File: src/rtl/iir_biquad_seq_pkg.sv
// Shared definitions for the biquad filter family: coefficient ROM map,
// sequencer states and the MAC-step to ROM-address mapping.
package iir_biquad_seq_pkg;

   localparam logic [3:0] SEL_A0 = 4'd0;
   localparam logic [3:0] SEL_A1 = 4'd1;
   localparam logic [3:0] SEL_A2 = 4'd2;
   localparam logic [3:0] SEL_B0 = 4'd5;
   localparam logic [3:0] SEL_B1 = 4'd6;
   localparam logic [3:0] SEL_B2 = 4'd7;

   typedef enum logic [1:0] {
      IDLE = 2'd0,
      MAC  = 2'd1,
      FIN  = 2'd2
   } state_t;

   // MAC step order: feed-forward taps first, then the feedback taps
   function automatic logic [3:0] sel_for_step(input logic [2:0] k);
      logic [3:0] sel;
      case (k)
         3'd0:    sel = SEL_B0;
         3'd1:    sel = SEL_B1;
         3'd2:    sel = SEL_B2;
         3'd3:    sel = SEL_A1;
         3'd4:    sel = SEL_A2;
         default: sel = SEL_A0;
      endcase
      return sel;
   endfunction

endpackage

File: src/rtl/iir_biquad_seq_mac_sat.sv
// Signed multiply-accumulate with clear, followed by an arithmetic
// right shift (floor) and saturation back to the sample width.
module iir_biquad_seq_mac_sat
   import iir_biquad_seq_pkg::*;
#(
   parameter int cant_bits = 25,
   parameter int frac_bits = 14
) (
   input  logic                        clk,
   input  logic                        rst_n,
   input  logic                        clr,
   input  logic                        en,
   input  logic signed [cant_bits-1:0] coef,
   input  logic signed [cant_bits-1:0] opnd,
   output logic signed [cant_bits-1:0] y_sat
);

   localparam int acc_w = 2*cant_bits + 3;
   localparam logic signed [acc_w-1:0] sat_max_c =
      {{(acc_w-cant_bits+1){1'b0}}, {(cant_bits-1){1'b1}}};
   localparam logic signed [acc_w-1:0] sat_min_c =
      {{(acc_w-cant_bits+1){1'b1}}, {(cant_bits-1){1'b0}}};

   logic signed [2*cant_bits-1:0] prod_s;
   logic signed [acc_w-1:0]       acc_r;
   logic signed [acc_w-1:0]       shifted_s;

   assign prod_s    = (2*cant_bits)'(coef) * (2*cant_bits)'(opnd);
   assign shifted_s = acc_r >>> frac_bits;

   // accumulator: three guard bits absorb the five-term sum
   always_ff @(posedge clk or negedge rst_n) begin
      if (!rst_n) begin
         acc_r <= '0;
      end else if (clr) begin
         acc_r <= '0;
      end else if (en) begin
         acc_r <= acc_r + {{3{prod_s[2*cant_bits-1]}}, prod_s};
      end else begin
         acc_r <= acc_r;
      end
   end

   // clamp the scaled sum into the signed sample range
   always_comb begin
      y_sat = shifted_s[cant_bits-1:0];
      if (shifted_s > sat_max_c) begin
         y_sat = sat_max_c[cant_bits-1:0];
      end else if (shifted_s < sat_min_c) begin
         y_sat = sat_min_c[cant_bits-1:0];
      end else begin
         y_sat = shifted_s[cant_bits-1:0];
      end
   end

endmodule

File: src/rtl/iir_biquad_seq.sv
// Direct-form-I biquad: walks the coefficient ROM over five MAC steps with
// one shared multiplier and emits one saturated output per input sample.
module iir_biquad_seq
   import iir_biquad_seq_pkg::*;
#(
   parameter int cant_bits = 25,
   parameter int frac_bits = 14
) (
   input  logic                 clk,
   input  logic                 rst_n,
   input  logic                 start,
   input  logic                 clear,
   input  logic [cant_bits-1:0] x_in,
   input  logic [cant_bits-1:0] cte,
   output logic [3:0]           sel_cte,
   output logic [cant_bits-1:0] y_out,
   output logic                 done,
   output logic                 busy
);

   state_t state_r, state_s;
   logic [2:0] k_r;
   logic signed [cant_bits-1:0] x0_r, x1_r, x2_r, y1_r, y2_r;
   logic signed [cant_bits-1:0] opnd_s, y_sat_s;
   logic load_s, acc_en_s, hist_clr_s, fin_s;

   assign sel_cte = (state_r == MAC) ? sel_for_step(k_r) : SEL_A0;

   // next-state and datapath control
   always_comb begin
      state_s    = state_r;
      load_s     = 1'b0;
      acc_en_s   = 1'b0;
      hist_clr_s = 1'b0;
      fin_s      = 1'b0;
      case (state_r)
         IDLE: begin
            if (start) begin
               state_s = MAC;
               load_s  = 1'b1;
            end else if (clear) begin
               hist_clr_s = 1'b1;
            end else begin
               state_s = IDLE;
            end
         end
         MAC: begin
            acc_en_s = 1'b1;
            if (k_r == 3'd4) begin
               state_s = FIN;
            end else begin
               state_s = MAC;
            end
         end
         FIN: begin
            fin_s   = 1'b1;
            state_s = IDLE;
         end
         default: state_s = IDLE;
      endcase
   end

   // operand tracks the ROM address issued for step k
   always_comb begin
      case (k_r)
         3'd0:    opnd_s = x0_r;
         3'd1:    opnd_s = x1_r;
         3'd2:    opnd_s = x2_r;
         3'd3:    opnd_s = y1_r;
         3'd4:    opnd_s = y2_r;
         default: opnd_s = '0;
      endcase
   end

   // FSM state, step counter, sample history and registered outputs
   always_ff @(posedge clk or negedge rst_n) begin
      if (!rst_n) begin
         state_r <= IDLE;
         k_r     <= 3'd0;
         x0_r    <= '0;
         x1_r    <= '0;
         x2_r    <= '0;
         y1_r    <= '0;
         y2_r    <= '0;
         y_out   <= '0;
         done    <= 1'b0;
         busy    <= 1'b0;
      end else begin
         state_r <= state_s;
         done    <= fin_s;
         busy    <= (state_s != IDLE);
         if (load_s) begin
            x0_r <= signed'(x_in);
            k_r  <= 3'd0;
         end else if (acc_en_s) begin
            k_r <= k_r + 3'd1;
         end else begin
            k_r <= k_r;
         end
         if (hist_clr_s) begin
            x1_r <= '0;
            x2_r <= '0;
            y1_r <= '0;
            y2_r <= '0;
         end else if (fin_s) begin
            x2_r  <= x1_r;
            x1_r  <= x0_r;
            y2_r  <= y1_r;
            y1_r  <= y_sat_s;
            y_out <= y_sat_s;
         end else begin
            y_out <= y_out;
         end
      end
   end

   iir_biquad_seq_mac_sat #(
      .cant_bits(cant_bits),
      .frac_bits(frac_bits)
   ) u_mac_sat (
      .clk   (clk),
      .rst_n (rst_n),
      .clr   (load_s),
      .en    (acc_en_s),
      .coef  (signed'(cte)),
      .opnd  (opnd_s),
      .y_sat (y_sat_s)
   );

endmodule

File: config.mk
export PLATFORM = sky130hd
export DESIGN_NAME = iir_biquad_seq
export DESIGN_NICKNAME = d
export VERILOG_FILES = /design/src/rtl/iir_biquad_seq_pkg.sv /design/src/rtl/iir_biquad_seq_mac_sat.sv /design/src/rtl/iir_biquad_seq.sv
export SDC_FILE = /design/constraint.sdc
export NUM_CORES = 2
export LEC_CHECK = 0
export CAP_MARGIN = 20
export CORE_UTILIZATION = 35
export DETAILED_ROUTE_END_ITERATION = 6
export SLEW_MARGIN = 10
export SYNTH_ARGS = -nofsm -noshare
export SYNTH_HDL_FRONTEND = slang
export SYNTH_HIERARCHICAL = 1
export SYNTH_SLANG_ARGS = --single-unit
File: constraint.sdc
create_clock -name clk -period 13.05 [get_ports clk]
set_input_delay 3.2625 -clock clk [delete_from_list [all_inputs] [get_ports clk]]
set_output_delay 3.2625 -clock clk [all_outputs]
set_load 0.01 [all_outputs]
==> flow_summary.yaml <==
job:
  drv_cap: 0
critical_path:
  critical_path_required_ps: 13440
  max_stage_delay_ps: 580
  startpoint: "cte[13]"
  reg2reg_from: "k_r[2]$_DFFE_PN0P_"
  critPathKind: "in2reg"
  path_common_cell: "fa_1"
  crit_path_top_delay_cell: "clkdlybuf4s50_1"
  critical_path.max_fanout: 20
  cp-end-kind: "flip-flop"
  cp.arrival_ps: 12840
  start_kind: "primary input"
floorplanning:
  dieArea_um2: 100100
  io_pins: 85
  core_um2: 97280
  start_util_pct: 35.54
  die_x_um: 316.3
  die_h_um: 316.3
  core.rowCount: 114
logic_synthesis:
  synth_warnings: 6
  syn_inst: 3570
  yosys_most_used_dff: "dfrtp_1"
  yosysSeqAreaShare_pct: 15.20
  synth_cell_types: 74
  syn-num-nets: 4484
  avgSynthCellArea_um2: 9.685
  synth_area_um2: 34580
  synthArstFlopShare_pct: 100.0
  synth-edff-count: 0
  ys_seq_elements: 210
worst_hold_path:
  min_from: "y2_r[12]$_DFFE_PN0P_"
  hold_path.class: "reg2reg"
route:
  ant_nets: 0
  num_vias: 24440
  post-route-drc-count: 2
  drt-total-wl_mm: 90.94
  wl_per_cell_um: 18.65
  drtPass1Iterations: 7
  routed_via_density: 5.012
  first_iter_violations: 1668
clocking:
  post_cts_buffers: 0
  cts.htree.levels: 1
  root_buffer: "clkbuf_16"
  clk_pin_slew_worst_paths_ps: 60
  worstSkewPairLatency_ps: 520
  cts_buffer_depth: 3
  cts_buffers: 22
  cts.sink_count: 210
  cts_tree: "built"
grt:
  grt_first_pass_wirelength_mm: 146.0
  track_usage_pct: 18.68
  grt_max_degree: 139
  antenna_found_initial: 0
  grt_pass1_vias: 25960
  grt_overflow: 0
run_status:
  status: "finished with violations"
  violations: "DRC"
cells_and_area:
  num-nets-final: 4499
  syn_to_final_growth_pct: 9.213
  drive_above_1_share_pct: 5.670
sta:
  worst_pin_slew_ps: 1082
  drv_slew: 0
  slew-limit-headroom_pct: 27.86
  rsz0062_at_grt: "no"
  hold_violations: 0
  min_period_ps: 12450
  fin_skew_ps: 25.71
  setup_ws_ps: 598.2
  fmaxAchievable_mhz: 80.31
  tns_ps: 0
  finalSetupViolations: 0
  finalCritPeriodShare_pct: 95.42
place:
  dp_slack_ps: -10.50
  finalWeightedCongestion: 0.8958
  dp_hpwl_mm: 73.07
  port_buffers: 83
==> final timing paths <==
| path | slack, ps | to | cells past startpoint |
|---|---|---|---|
| max | 600 | u_mac_sat/acc_r[50]$_DFFE_PN0P_ | 36 |
| min reg2reg | 500 | y2_r[12]$_DFFE_PN0P_ | 1 |
| max in group asynchronous | 8540 | x0_r[11]$_DFFE_PN0P_ | 2 |
| max reg2reg | 1470 | u_mac_sat/acc_r[50]$_DFFE_PN0P_ | 41 |
| min | 500 | y2_r[12]$_DFFE_PN0P_ | 1 |
| min in group asynchronous | 2890 | done$_DFF_PN0_ | 1 |
==> flip-flops by register name, summed over array words and instances (netlist names) <==
register	cells
y1_r	25
u_mac_sat/acc_r	53
x1_r	25
y_out	25
k_r	3
done	1
busy	1
y2_r	25
x0_r	25
state_r	2
x2_r	25
==> logic make-up after synthesis <==
logic type               after synthesis  share of synthesized area [%]
AO/OA/AOI/OAI                        469                          9.969
XOR/XNOR                             104                          2.678
adder cells (fa/ha/maj)              860                          45.43
buffers and inverters                867                          9.622
flip-flops                           210                          15.20
multiplexers                         118                          3.687
other                                  1                        0.01085
AND/OR/NAND/NOR                      941                          13.41
==> cells in the final DEF (no fill, tap or decap), drive strengths merged, types with 37 or more instances in the layout <==
master / instances
inv: 690
fa: 659
nand2: 393
and2: 327
dfrtp: 210
ha: 201
a22o: 100
nor2: 99
a21o: 92
a21oi: 92
buf: 84
clkdlybuf4s50: 80
mux2: 75
xnor2: 66
o21ai: 56
mux2i: 43
xor2: 37
==> layout make-up <==
cell class	instances	area, um^2
Inverter	692	2603
Sequential cell	210	5255
Clock inverter	6	37.54
Antenna cell	2	5.005
Multi-Input combinational cell	2493	26040
Clock buffer	31	655.6
Timing Repair Buffer	166	1567
Tap cell	1276	1597
Fill cell	9677	59520
==> metal layers <==
| metal | part of all wire [%] | up-vias | global-route usage [%] |
|---|---|---|---|
| li1 | - | 11120 | - |
| met1 | 43 | 12690 | 24.87 |
| met2 | 51 | 529 | 32.93 |
| met3 | 3.7 | 104 | 1.334 |
| met4 | 2.8 | 0 | 4.688 |
| met5 | 0 | - | 0 |
==> what timing repair did <==
action	in CTS	in global routing
hold buffers	0	0
endpoints found under the setup margin	0	2
endpoints found under the hold margin	0	0
resized for setup	0	8
==> critical path: cells and delay by family <==
kind / cells / cell delay [ps]
compound gates: 13 / 2250
fa+ha+maj: 9 / 4290
buf+inv: 5 / 1050
simple gates: 9 / 1970
==> Yosys cell counts, drive strengths merged, types with 43 or more instances <==
library cell	instances	share of area, %
a21o	92	2.0
xnor2	66	1.7
nor2	99	1.1
o21ai	56	0.82
a22o	100	2.5
nand2	393	4.3
fa	659	38
and2	327	5.9
mux2i	43	1.2
clkbuf	136	1.5
dfrtp	210	15
mux2	75	2.4
a21oi	92	1.4
ha	201	7.3
inv	690	7.5
==> through the flow <==
step           hold slack (ps)  cell area, um^2  utilization [%]  instances
2_1_floorplan            460.4            34580                -       3570
3_3_place_gp             476.9            37030            38.06       4836
3_5_place_dp             475.7            37030            38.06       4836
4_1_cts                  499.3            37720            38.78       4873
5_1_grt                  509.0            37760            38.81       4874
6_report                 496.9            37760            38.82       4876
Power is left out: the tool's default activity adds up to more than one toggle a clock period on the data nets, which glitch-free logic cannot reach.
